===== src/rtl/alu_issue_ctrl.sv =====
// Issue/capture front end for the 64-bit combinational ALU: decodes op class + funct fields,
// registers operands/opcode, captures flags. Optional counters under ALU_ISSUE_PERF_EN.
module alu_issue_ctrl #(
  parameter int WIDTH = 64
) (
  input  logic             clk,
  input  logic             reset_n,
  input  logic             in_valid,
  output logic             in_ready,
  input  logic [1:0]       alu_op_sel,
  input  logic [2:0]       funct3,
  input  logic             funct7_b5,
  input  logic [WIDTH-1:0] opnd_a,
  input  logic [WIDTH-1:0] opnd_b,
  output logic [WIDTH-1:0] alu_a,
  output logic [WIDTH-1:0] alu_b,
  output logic [3:0]       alu_op,
  input  logic [WIDTH-1:0] alu_result,
  input  logic             alu_zero,
  input  logic             alu_overflow,
  output logic             out_valid,
  input  logic             out_ready,
  output logic [WIDTH-1:0] out_result,
  output logic             out_zero,
  output logic             out_overflow,
`ifdef ALU_ISSUE_PERF_EN
  output logic [31:0]      perf_ops,
  output logic [31:0]      perf_ovf,
`endif
  output logic             out_illegal
);

  localparam logic [3:0] OP_AND  = 4'd0;
  localparam logic [3:0] OP_OR   = 4'd1;
  localparam logic [3:0] OP_ADD  = 4'd2;
  localparam logic [3:0] OP_SUB  = 4'd6;
  localparam logic [3:0] OP_SLT  = 4'd7;
  localparam logic [3:0] OP_NOR  = 4'd12;
  localparam logic [3:0] OP_NAND = 4'd13;

  typedef enum logic [1:0] {IDLE, EXEC, DONE} state_t;

  state_t     state_q, state_d;
  logic [3:0] dec_op_p0;
  logic       dec_ill_p0;
  logic       acc_p0;

  // Returns {illegal, opcode}; funct7_b5 only matters for R-type funct3 000.
  function automatic logic [4:0] decode(input logic [1:0] sel, input logic [2:0] f3,
                                        input logic f7b5);
    logic [4:0] r;
    r = {1'b1, 4'd0};
    case (sel)
      2'b00: r = {1'b0, OP_ADD};
      2'b01: r = {1'b0, OP_SUB};
      2'b10: begin
        case (f3)
          3'b000:  r = {1'b0, (f7b5 ? OP_SUB : OP_ADD)};
          3'b111:  r = {1'b0, OP_AND};
          3'b110:  r = {1'b0, OP_OR};
          3'b010:  r = {1'b0, OP_SLT};
          default: r = {1'b1, 4'd0};
        endcase
      end
      default: begin
        case (f3)
          3'b000:  r = {1'b0, OP_NOR};
          3'b001:  r = {1'b0, OP_NAND};
          default: r = {1'b1, 4'd0};
        endcase
      end
    endcase
    return r;
  endfunction

  assign {dec_ill_p0, dec_op_p0} = decode(alu_op_sel, funct3, funct7_b5);
  assign acc_p0 = (state_q == IDLE) && in_valid;

  always_comb begin
    state_d   = state_q;
    in_ready  = 1'b0;
    out_valid = 1'b0;
    case (state_q)
      IDLE: begin
        in_ready = 1'b1;
        if (in_valid) state_d = dec_ill_p0 ? DONE : EXEC;
      end
      EXEC: state_d = DONE;
      DONE: begin
        out_valid = 1'b1;
        if (out_ready) state_d = IDLE;
      end
      default: state_d = IDLE;
    endcase
  end

  always_ff @(posedge clk) begin
    if (!reset_n) state_q <= IDLE;
    else          state_q <= state_d;
  end

  // Stage p0 -> p1: accept registers ALU inputs; EXEC end captures ALU outputs.
  always_ff @(posedge clk) begin
    if (!reset_n) begin
      alu_a        <= '0;
      alu_b        <= '0;
      alu_op       <= 4'd0;
      out_result   <= '0;
      out_zero     <= 1'b0;
      out_overflow <= 1'b0;
      out_illegal  <= 1'b0;
    end else begin
      if (acc_p0 && !dec_ill_p0) begin
        alu_a  <= opnd_a;
        alu_b  <= opnd_b;
        alu_op <= dec_op_p0;
      end else if (acc_p0) begin
        out_result   <= '0;
        out_zero     <= 1'b0;
        out_overflow <= 1'b0;
        out_illegal  <= 1'b1;
      end
      if (state_q == EXEC) begin
        out_result   <= alu_result;
        out_zero     <= alu_zero;
        out_overflow <= alu_overflow;
        out_illegal  <= 1'b0;
      end
    end
  end

`ifdef ALU_ISSUE_PERF_EN
  always_ff @(posedge clk) begin
    if (!reset_n) begin
      perf_ops <= 32'd0;
      perf_ovf <= 32'd0;
    end else if (state_q == EXEC) begin
      perf_ops <= perf_ops + 32'd1;
      if (alu_overflow) perf_ovf <= perf_ovf + 32'd1;
    end
  end
`endif

endmodule

===== config.mk =====
export PLATFORM = sky130hd
export DESIGN_NAME = alu_issue_ctrl
export DESIGN_NICKNAME = d
export VERILOG_FILES = /design/src/rtl/alu_issue_ctrl.sv
export SDC_FILE = /design/constraint.sdc
export NUM_CORES = 1
export LEC_CHECK = 0
export BUFFER_PORTS_ARGS = -buffer_cell sky130_fd_sc_hd__buf_2
export CAP_MARGIN = 10
export CORE_AREA = 10 10 148 150
export DETAILED_ROUTE_END_ITERATION = 10
export DIE_AREA = 0 0 158 160
export HOLD_SLACK_MARGIN = 0.06
export PLACE_DENSITY = 0.79
export SYNTH_ARGS = -nofsm -noshare
export SYNTH_HDL_FRONTEND = slang
export SYNTH_SLANG_ARGS = --single-unit

===== constraint.sdc =====
create_clock -name clk -period 2.1 [get_ports clk]
set_input_delay 0.315 -clock clk [delete_from_list [all_inputs] [get_ports clk]]
set_output_delay 0.315 -clock clk [all_outputs]
set_load 0.02 [all_outputs]

==> results by stage <==
Synth:
- After synthesis the cells add up to 7950 µm².
- Synthesis handed over a netlist of 965 instances.
- By count the netlist is led by 325 x sky130_fd_sc_hd__nand2_1, 201 x sky130_fd_sc_hd__dfxtp_1, 132 x sky130_fd_sc_hd__a21oi_1.
- Counting flops with an async set or reset pin after synthesis yields a share of 0.
- The share of synthesized area in the top cell type comes to 0.506.
- For this run, the number of Yosys warnings is 0.
- The fraction of the mapped netlist area in simple logic gates is 0.170.
- The net count after synthesis is around 1,200.
- A synthesized cell averages 8.23 µm².
- The area share of fa/ha/maj cells after synthesis is 0.
- Of the synthesized area, sequential elements account for 0.506.
- sky130_fd_sc_hd__nand2_1 is the most common cell in the netlist.
- The largest family of logic cells by synthesized area is compound AO/OA/AOI/OAI gates.
- The leading area contributor after synthesis is sky130_fd_sc_hd__dfxtp_1.
- Ranked by total cell area, the synthesized netlist is headed by sky130_fd_sc_hd__dfxtp_1 51%, sky130_fd_sc_hd__nand2_1 15%, sky130_fd_sc_hd__a21oi_1 8.3%.
- The synthesized-area fraction occupied by xor and xnor cells is 0.
- Counting distinct cell types in the post-synthesis netlist gives 29.
- Synthesis inferred 201 register bits.
- The flip-flop cell with the highest count after synthesis is sky130_fd_sc_hd__dfxtp_1.
- The post-synthesis compound-gate area fraction was 0.277.
- After synthesis, the share of cell area in mux cells is 0.00142.
- The number of flops mapped to enable cells by yosys is 0.

Placed design:
- The pre-CTS setup slack is 0.161 ns.
- During placement, the flow inserted port buffers numbering 404.
- The placed instances occupy a cell area of 10,200 µm².
- At the end of routability-driven placement, the weighted congestion stood at 0.844.
- Summed over all nets, the half-perimeter wirelength after detailed placement is around 21,000 µm.
- Counting tap cells, the placed design contains a total of 1,540 instances.

Power and ir drop:
- Of the total power, registers draw 0.417.
- The net switching power is 2.75 mW.
- Of the total power, the clock network draws 0.401.
- IR analysis of the VDD net gives a maximum drop of 0.573 mV.
- The combinational share of power is 0.182.
- The leakage dissipation is 5.97 nW.
- The total power consumption of the routed design is 9.94 mW.
- The switching share of power is 0.277.
- In this run the power density over the cells is around 840 nW/µm².
- The cell-internal power is between 7 and 8 mW.

Detailed routing:
- Dividing the detail-routed wire length by the instance count gives ~18 µm.
- The antenna violation net count after detailed routing is 0.
- The post-detailed-route DRC marker count is 0.
- For this block, the routed nets add up to 30,800 µm of wire.
- In the routed layout, each cell is associated on average with a via count of about 5.1.
- The routed layout has around 8,500 vias.
- Before antenna repair, the detailed router went through 5 iterations.
- The detailed router finished its first iteration with 575 violations.

Global routing:
- The wire length of the first global-routing pass is 47,100 µm.
- The via count of the first global-routing pass is 8,567.
- The residual overflow from global routing is 0.
- The pin count of the biggest net entering global routing is 108.
- The initial antenna violation count is 6.
- The combined global-route utilization of all metal layers is 0.228.

Die:
- The die covers 25,300 µm².
- The number of top-level design ports is 405.
- The core box area is between 15,000 and 20,000 µm².
- In this run the horizontal extent of the chip is 158 µm.
- For this configuration, the core starts out at a cell density of 0.416.
- The floorplan step set the die height to approximately 160 µm.
- In this run the core area contains 51 standard-cell rows.

Timing:
- The post-route setup TNS is 0 ns.
- The number of max-slew violations in the final report was 0.
- The final hold violation count is 0.
- Final hold analysis gives a worst-case slack of around 0.075 ns.
- The number of setup violations in the final report is 0.
- Derived from the worst setup path, the maximum achievable clock frequency is 510 MHz.
- The slew at the pin with the worst max-slew slack is 0.521 ns.
- The relative slew slack is 0.653.
- The final worst-path cycle share is 0.934.
- For the finished layout, the period the worst path requires is 1.96 ns.
- The setup skew after layout is between 0.015 and 0.02 ns.
- The post-route worst setup slack is 0.139 ns.
- Setup repair after global routing left no endpoint under its margin.

CTS:
- The clock passes through at most 3 buffers.
- After clock tree synthesis, the clock-pin slew on the worst setup and hold paths is 0.06 ns.
- The number of buffers inserted to repair setup after CTS is 0.
- The TritonCTS clock tree is done.
- The number of clock sinks is around 200.
- The tree is rooted in a sky130_fd_sc_hd__clkbuf_16.
- Counting the buffers created by CTS gives 22.
- The H-tree level count is 1.
- At the later pin of the worst-skew pair, clock insertion delay measures 0.50 ns.

Worst hold path:
- In this run the worst hold path is classified as input port to register.

Worst setup path:
- The kind of start point of the critical path is a register.
- For the worst setup path, the data arrival time is 1.65 ns.
- STA classifies the critical path endpoint as an output pin.
- For the worst setup path, the data required time is 1.78 ns.
- The critical path class is register to output pin.
- In this run the worst path has a maximum fanout of 70.
- The worst reg-to-reg setup slack is 0.16 ns.

Finish:
- The area of all placed cells without fillers is 11,800 µm².
- The final instance count without filler cells is 1,675.
- For this run, the post-layout net count is 1,620.
- The area growth from synthesis to layout is 49.0%.
- Of the cells placed in the final design, the portion with a size suffix greater than 1 is 0.323.
- Once layout is complete, the utilization of the core stands at 0.621.

Run:
- Max-cap violations in this run came to 0.

Status:
- The run finished with clean final reports.
critical path, stage by stage, from the launching register on:
cell and delay (ns):
sky130_fd_sc_hd__dfxtp_2 0.35, sky130_fd_sc_hd__buf_8 0.38, sky130_fd_sc_hd__nor2b_1 0.23, sky130_fd_sc_hd__buf_2 0.19
power groups by stage:
| stage | sequential [mW] | clock (mW) | combinational, mW |
|---|---|---|---|
| after floorplan | 4.49 | 0 | 0.700 |
| after global placement | 4.21 | 0 | 1.62 |
| after detailed placement | 4.22 | 0 | 1.65 |
| after CTS | 4.14 | 4.06 | 1.79 |
| after global routing | 4.17 | 4.22 | 1.97 |
| final | 4.15 | 3.98 | 1.81 |
per-layer routing:
| metal | GRT usage | share of wire | up-vias |
|---|---|---|---|
| met4 | 0.100 | 0.038 | 0 |
| met1 | 0.248 | 0.37 | 3934 |
| met3 | 0.0808 | 0.11 | 77 |
| met2 | 0.387 | 0.49 | 401 |
| li1 | - | - | 4124 |
| met5 | 0 | 0 | - |
flip-flops by register name, indices dropped and copies added (netlist names):
register / cells
alu_a: 64
alu_b: 64
out_result: 64
state_q: 2
out_overflow: 1
out_illegal: 1
alu_op: 4
out_zero: 1
logic make-up (layout without fill, tap and decap cells):
logic type      after synthesis  after routing
mux                           1              1
other cells                   0              6
buf+inv                      83            549
simple gates                344            344
flops                       201            201
compound gates              336            336
layout make-up:
class                   instances  area [µm²]
flip-flops and latches        201        4030
repair buffers                510        3170
multi-input cells             681        3590
diodes                          6        15.0
well taps                     238         298
clock buffers                  33         663
fillers                      1539        7240
clock inverters                 6        82.6
cell usage in the layout, fill, tap and decap left out:
master                          synthesis  final
sky130_fd_sc_hd__buf_2                 15    403
sky130_fd_sc_hd__nor4b_1                1      1
sky130_fd_sc_hd__nor2b_1                4      3
sky130_fd_sc_hd__clkbuf_16              0     23
sky130_fd_sc_hd__a21oi_1              132    132
sky130_fd_sc_hd__o311ai_0               1      1
sky130_fd_sc_hd__o21a_1                 1      1
sky130_fd_sc_hd__nor3b_1                3      3
sky130_fd_sc_hd__nor2_1                 4      4
sky130_fd_sc_hd__nor2b_4                0      1
sky130_fd_sc_hd__a211o_4                0      1
sky130_fd_sc_hd__clkbuf_8               0      5
sky130_fd_sc_hd__a21boi_0              71     71
sky130_fd_sc_hd__dfxtp_1              201    199
sky130_fd_sc_hd__dfxtp_2                0      2
sky130_fd_sc_hd__clkbuf_1              59      5
sky130_fd_sc_hd__o211ai_1               2      2
sky130_fd_sc_hd__nand2b_2               0      1
sky130_fd_sc_hd__dlygate4sd3_1          0     90
sky130_fd_sc_hd__clkinv_2               0      3
sky130_fd_sc_hd__o211a_1                1      1
sky130_fd_sc_hd__o31a_1                 1      1
sky130_fd_sc_hd__bufinv_16              0      2
sky130_fd_sc_hd__mux2_2                 1      1
sky130_fd_sc_hd__a21boi_1              59     59
sky130_fd_sc_hd__buf_8                  0      1
sky130_fd_sc_hd__a21o_1                66     66
sky130_fd_sc_hd__a211oi_4               0      1
sky130_fd_sc_hd__or3b_1                 1      1
sky130_fd_sc_hd__nor3_1                 1      1
sky130_fd_sc_hd__and4bb_2               1      1
sky130_fd_sc_hd__diode_2                0      6
sky130_fd_sc_hd__buf_12                 0      9
sky130_fd_sc_hd__nor4bb_1               2      2
sky130_fd_sc_hd__clkinvlp_4             0      1
sky130_fd_sc_hd__nand2_1              325    325
sky130_fd_sc_hd__buf_4                  7      7
sky130_fd_sc_hd__and2_1                 1      1
path summary, 6_finish.rpt:
| check | from | end | cells past startpoint |
|---|---|---|---|
| max | state_q[1] | out_valid | 3 |
| min reg2reg | alu_b[39] | alu_b[39] | 2 |
| max reg2reg | state_q[1] | alu_a[48] | 6 |
| min | opnd_a[1] | alu_a[1] | 3 |
timing repair:
item | CTS | global route
gates resized for setup | 1 | 2
hold endpoints to repair | 90 | 0
hold buffers | 90 | 0
setup endpoints to repair | 1 | 1
gates cloned | 0 | 0
(Power assumes the default switching activity.)
